**src/rtl/vram_fill_dma.sv**
```systemverilog
// Block-fill DMA for the character, foreground-colour and background-colour RAMs.
// Writes constant values over an address range, only on cycles the CPU leaves the video RAMs idle.
module vram_fill_dma #(
   parameter int ADDR_W = 11,
   parameter int LEN_W  = 12
) (
   input  logic              clk_sys,
   input  logic              reset,
   input  logic [15:0]       cpu_addr,
   input  logic [7:0]        cpu_dout,
   input  logic              cpu_wr_n,
   input  logic              regs_cs,
   output logic [7:0]        regs_dout,
   input  logic              vram_cpu_cs,
   output logic [ADDR_W-1:0] dma_addr,
   output logic [7:0]        dma_char,
   output logic [7:0]        dma_fg,
   output logic [7:0]        dma_bg,
   output logic              dma_wr_chram,
   output logic              dma_wr_fg,
   output logic              dma_wr_bg,
   output logic              busy,
   output logic              done
);

   typedef enum logic [1:0] {
      S_IDLE = 2'd0,
      S_FILL = 2'd1,
      S_DONE = 2'd2
   } state_t;

   state_t state_q, state_d;

   logic [ADDR_W-1:0] addr_reg_q, addr_reg_d;
   logic [LEN_W-1:0]  len_reg_q, len_reg_d;
   logic [7:0]        char_q, char_d;
   logic [7:0]        fg_q, fg_d;
   logic [7:0]        bg_q, bg_d;
   logic [2:0]        plane_en_q, plane_en_d;
   logic              wr_prev_q, wr_prev_d;
   logic [ADDR_W-1:0] dma_addr_q, dma_addr_d;
   logic [LEN_W-1:0]  cnt_q, cnt_d;

   logic [2:0] reg_sel;
   logic       wr_level;
   logic       wr_pulse;
   logic       ctrl_wr;
   logic       start_req;
   logic       abort_req;
   logic       filling;
   logic       fill_wr;
   logic       unused_addr_bits;

   assign unused_addr_bits = ^cpu_addr[15:3];

   // A write acts only on the cycle the qualified strobe rises.
   assign reg_sel   = cpu_addr[2:0];
   assign wr_level  = regs_cs & ~cpu_wr_n;
   assign wr_pulse  = wr_level & ~wr_prev_q;
   assign wr_prev_d = wr_level;

   assign ctrl_wr   = wr_pulse & (reg_sel == 3'd7);
   assign abort_req = ctrl_wr & cpu_dout[7];
   assign start_req = ctrl_wr & cpu_dout[0] & ~cpu_dout[7];

   assign filling = (state_q == S_FILL);
   assign fill_wr = filling & ~vram_cpu_cs;

   // Configuration registers; frozen while a fill is running.
   always_comb begin
      addr_reg_d = addr_reg_q;
      len_reg_d  = len_reg_q;
      char_d     = char_q;
      fg_d       = fg_q;
      bg_d       = bg_q;
      plane_en_d = plane_en_q;
      if (wr_pulse && !filling) begin
         case (reg_sel)
            3'd0: addr_reg_d[7:0]        = cpu_dout;
            3'd1: addr_reg_d[ADDR_W-1:8] = cpu_dout[ADDR_W-9:0];
            3'd2: len_reg_d[7:0]         = cpu_dout;
            3'd3: len_reg_d[LEN_W-1:8]   = cpu_dout[LEN_W-9:0];
            3'd4: char_d                 = cpu_dout;
            3'd5: fg_d                   = cpu_dout;
            3'd6: bg_d                   = cpu_dout;
            default: plane_en_d          = cpu_dout[3:1];
         endcase
      end
   end

   // Sequencer: a start in IDLE or DONE uses the enables carried by the start write itself.
   always_comb begin
      state_d    = state_q;
      dma_addr_d = dma_addr_q;
      cnt_d      = cnt_q;
      case (state_q)
         S_IDLE, S_DONE: begin
            state_d = S_IDLE;
            if (start_req) begin
               if ((len_reg_q != '0) && (cpu_dout[3:1] != 3'b000)) begin
                  state_d    = S_FILL;
                  dma_addr_d = addr_reg_q;
                  cnt_d      = len_reg_q;
               end else begin
                  state_d = S_DONE;
               end
            end
         end
         S_FILL: begin
            if (!vram_cpu_cs) begin
               dma_addr_d = dma_addr_q + ADDR_W'(1);
               cnt_d      = cnt_q - LEN_W'(1);
               if (cnt_q == LEN_W'(1)) begin
                  state_d = S_DONE;
               end
            end
            if (abort_req) begin
               state_d = S_IDLE;
            end
         end
         default: state_d = S_IDLE;
      endcase
   end

   always_ff @(posedge clk_sys) begin
      if (reset) begin
         state_q    <= S_IDLE;
         addr_reg_q <= '0;
         len_reg_q  <= '0;
         char_q     <= '0;
         fg_q       <= '0;
         bg_q       <= '0;
         plane_en_q <= '0;
         wr_prev_q  <= 1'b0;
         dma_addr_q <= '0;
         cnt_q      <= '0;
      end else begin
         state_q    <= state_d;
         addr_reg_q <= addr_reg_d;
         len_reg_q  <= len_reg_d;
         char_q     <= char_d;
         fg_q       <= fg_d;
         bg_q       <= bg_d;
         plane_en_q <= plane_en_d;
         wr_prev_q  <= wr_prev_d;
         dma_addr_q <= dma_addr_d;
         cnt_q      <= cnt_d;
      end
   end

   always_comb begin
      regs_dout = 8'h00;
      case (reg_sel)
         3'd0:    regs_dout = addr_reg_q[7:0];
         3'd1:    regs_dout = 8'(addr_reg_q[ADDR_W-1:8]);
         3'd2:    regs_dout = len_reg_q[7:0];
         3'd3:    regs_dout = 8'(len_reg_q[LEN_W-1:8]);
         3'd4:    regs_dout = char_q;
         3'd5:    regs_dout = fg_q;
         3'd6:    regs_dout = bg_q;
         default: regs_dout = {filling, 4'b0000, plane_en_q};
      endcase
   end

   assign dma_addr     = dma_addr_q;
   assign dma_char     = char_q;
   assign dma_fg       = fg_q;
   assign dma_bg       = bg_q;
   assign dma_wr_chram = fill_wr & plane_en_q[0];
   assign dma_wr_fg    = fill_wr & plane_en_q[1];
   assign dma_wr_bg    = fill_wr & plane_en_q[2];
   assign busy         = filling;
   assign done         = (state_q == S_DONE);

endmodule

```
**config.mk**
```make
export PLATFORM = sky130hd
export DESIGN_NAME = vram_fill_dma
export DESIGN_NICKNAME = d
export VERILOG_FILES = /design/src/rtl/vram_fill_dma.sv
export SDC_FILE = /design/constraint.sdc
export NUM_CORES = 1
export LEC_CHECK = 0
export CAP_MARGIN = 30
export CORE_ASPECT_RATIO = 0.8
export CORE_UTILIZATION = 50
export CTS_CLUSTER_DIAMETER = 120
export DETAILED_ROUTE_END_ITERATION = 6
export PLACE_DENSITY_LB_ADDON = 0.08
export SLEW_MARGIN = 0
export SYNTH_ARGS = -nofsm -noshare
export SYNTH_HDL_FRONTEND = slang
export SYNTH_SLANG_ARGS = --single-unit
```
**constraint.sdc**
```tcl
create_clock -name clk_sys -period 2.2 [get_ports clk_sys]
set_input_delay 0.33 -clock clk_sys [delete_from_list [all_inputs] [get_ports clk_sys]]
set_output_delay 0.33 -clock clk_sys [all_outputs]
set_load 0.02 [all_outputs]
```
==> results.py <==
metrics = {
    "global_route": {
        "antenna_found_initial": 0,
        "grt_overflow": 0,
        "grt_usage": 0.322,
        "grt_start_max_net_pins": 32,
        "grt_pass1_wl_um": 20000,
        "grt_pass1_vias": 3825,
    },
    "clocking": {
        "htree_levels": 3,
        "cts.clk_slew.worst_paths_ns": 0.08,
        "tritoncts": "built",
        "numClockSinks": 76,
        "root_buffer": "clkbuf_8",
        "postCtsHoldBufs": 0,
        "postCtsSetupBuffers": 0,
        "cts_max_path_buffers": 2,
        "cts-buffers-inserted": 9,
        "insertion_delay_ns": 0.35,
    },
    "detailed_routing": {
        "routed_via_density": 6.01,
        "wl_per_cell_um": 18.1,
        "finalWirelength_um": 12500,
        "drc_errors": 0,
        "first_pass_iters": 5,
        "ant_nets": 0,
        "initialDrtViolationCount": 251,
        "vias": 4163,
    },
    "synth": {
        "synth.avg_cell_area_sq_um": 7.94,
        "synth_edf_count": 0,
        "syn_area_sq_um": 3950,
        "ys_seq_area_frac": 0.385,
        "synth_cell_types": 51,
        "synth.top_cell.area_share": 0.385,
        "async_flop_share": 0,
        "yosys-top-cells-count": "76 x a21oi_1, 76 x dfxtp_1, 70 x nand2_1",
        "synth_warnings": 0,
        "synthesis.instances": 498,
        "synth_area_leader_cell": "dfxtp_1",
        "synth_ff_type": "dfxtp_1",
        "synth_seq_cells": 76,
        "synthTopCellsByArea": "dfxtp_1 38%, a21oi_1 9.6%, nand2_1 6.6%",
        "syn_nets": 530,
    },
    "critical_path": {
        "critPathArrivalTime_ns": 1.77,
        "crit_chain": "dlygate4sd2_1 > buf_6 > buf_12 > nor2_1 > buf_4 > a22oi_1 > o22ai_1 > clkdlybuf4s15_1",
        "slowest_delay_ns": 0.33,
        "worstRegToRegCells": 8,
        "crit_slowest_cell": "clkdlybuf4s15_1",
        "cp.required_ns": 1.87,
        "start_kind": "input port",
        "path_class": "in -> out",
        "crit_path_end_kind": "output port",
        "crit_fanout": 10,
    },
    "floorplanning": {
        "initial_core_util": 0.525,
        "core_region_area_sq_um": 7530,
        "io_pins": 77,
        "fp.dieW_um": 101,
        "die_h_um": 81.5,
        "rows": 28,
        "die_area_sq_um": 8270,
    },
    "power_and_ir_drop": {
        "power_switching_uw": 696,
        "combPwrFrac": 0.085,
        "p_leak_uw": 0.00192,
        "seqPwrFrac": 0.455,
        "pwr-share-clk": 0.460,
        "powerDensity_nw_per_um2": 590,
        "ir_drop_v": 0.000359,
        "cellInternalPower_uw": 2380,
        "switching_share": 0.226,
    },
    "final_layout": {
        "fillCellCount": 634,
        "drive_gt1_frac": 0.160,
        "stdcell_area_sq_um": 5220,
        "diodes": 0,
        "area_delta_synth_final_pct": 32.0,
        "seq_area_sq_um": 1520,
        "nets": 615,
        "multi_input_area_sq_um": 2230,
        "fin_cells": 693,
    },
    "min_path": {
        "min_path_cells": 2,
        "hold_path.class": "in -> reg",
    },
    "sta": {
        "period_share": 0.956,
        "tns_ns": 0,
        "fmaxAchievable_mhz": 476,
        "relSlewSlack": 0.615,
        "worst_pin_slew_ns": 0.572,
        "clock_skew_ns": 0.0101,
        "fin_crit_ns": 2.10,
        "setup_viol": 0,
        "rsz0062_at_grt": "false",
        "hold_violations": 0,
        "slew_viol_final": 0,
        "finalHoldWorstSlack_ns": 0.480,
    },
    "placement": {
        "numPlacedInstances": 676,
        "dp_hpwl_um": 8990,
        "port_buffers": 63,
        "gp_congestion": 0.911,
        "placed_area_sq_um": 4920,
    },
    "run": {
        "max-cap-violations": 0,
    },
    "run_status": {
        "status": "completed",
    },
}
==> placed cells by master, fill, tap and decap left out, types with 10 or more instances in the layout <==
cell | synthesis | final
a21oi_1 | 76 | 75
a22oi_1 | 10 | 10
buf_4 | 1 | 45
clkbuf_8 | 2 | 13
clkdlybuf4s50_1 | 0 | 48
dfxtp_1 | 76 | 76
mux2i_1 | 14 | 14
nand2_1 | 70 | 70
nand3_1 | 49 | 49
nor2_1 | 31 | 30
nor3_1 | 12 | 12
o21ai_0 | 16 | 16
==> metal layers <==
layer  global-route usage  share of wire
met1                0.458           0.45
met2                0.490           0.44
met3               0.0791          0.090
met4               0.0783          0.016
met5                    0              0
==> layout make-up <==
cell class,instances,share of cell area
flip-flops and latches,76,0.292
clock inverters,3,0.0173
clock buffers,13,0.0343
inverters,7,0.00504
multi-input cells,377,0.427
repair buffers,112,0.200
well taps,105,0.0252
==> final timing paths <==
check,slack [ns],endpoint,start
setup / recovery,0.1,regs_dout[4],cpu_addr[0]
hold / removal,0.48,dma_addr[1],reset
setup reg to reg,0.23,len_reg_q[11],state_q[0]
hold reg to reg,0.48,dma_bg[4],dma_bg[4]
==> state kept, by name (all words and copies together) (netlist names) <==
name and cells:
dma_bg 8, addr_reg_q 11, state_q 2, dma_fg 8
wr_prev_q 1, plane_en_q 3, dma_addr 11, dma_char 8
len_reg_q 12, cnt_q 12
==> critical path: cells and delay by family <==
family / cells / cell delay [ns]
and+or+nand+nor: 1 / 0.17
buffers and inverters: 5 / 1.01
AOI/OAI and AO/OA: 2 / 0.26
==> repair_timing <==
action / in CTS / in global routing
setup endpoints to repair: 11 / 1
gates resized for setup: 38 / 1
cloned: 1 / 0
==> power by group through the flow <==
stage,combinational [uW],sequential (uW),clock (uW)
2_1_floorplan,118,1430,0
3_3_place_gp,245,1430,0
3_5_place_dp,249,1430,0
4_1_cts,257,1400,1420
5_1_grt,278,1400,1480
6_report,262,1400,1410
==> per-stage QoR <==
stage               setup slack (ns)  utilization  power [uW]
detailed placement            -0.434        0.654        1680
global placement              -0.399        0.654        1680
finish                        0.0972        0.693        3080
global route                 0.00122        0.693        3160
CTS                           0.0158        0.692        3080
floorplan                      0.228            -        1550
==> kinds of logic (layout without fill, tap and decap cells) <==
| group | after synthesis | after routing | share of synthesized area |
|---|---|---|---|
| and+or+nand+nor | 210 | 210 | 0.262 |
| adders and majority gates | 3 | 3 | 0.00949 |
| muxes | 26 | 26 | 0.0810 |
| AOI/OAI and AO/OA | 134 | 134 | 0.198 |
| DFF | 76 | 76 | 0.385 |
| xor gates and xnor gates | 4 | 4 | 0.00886 |
| buffers and inverters | 45 | 135 | 0.0557 |
No activity file was read; power rests on OpenSTA's default activity.
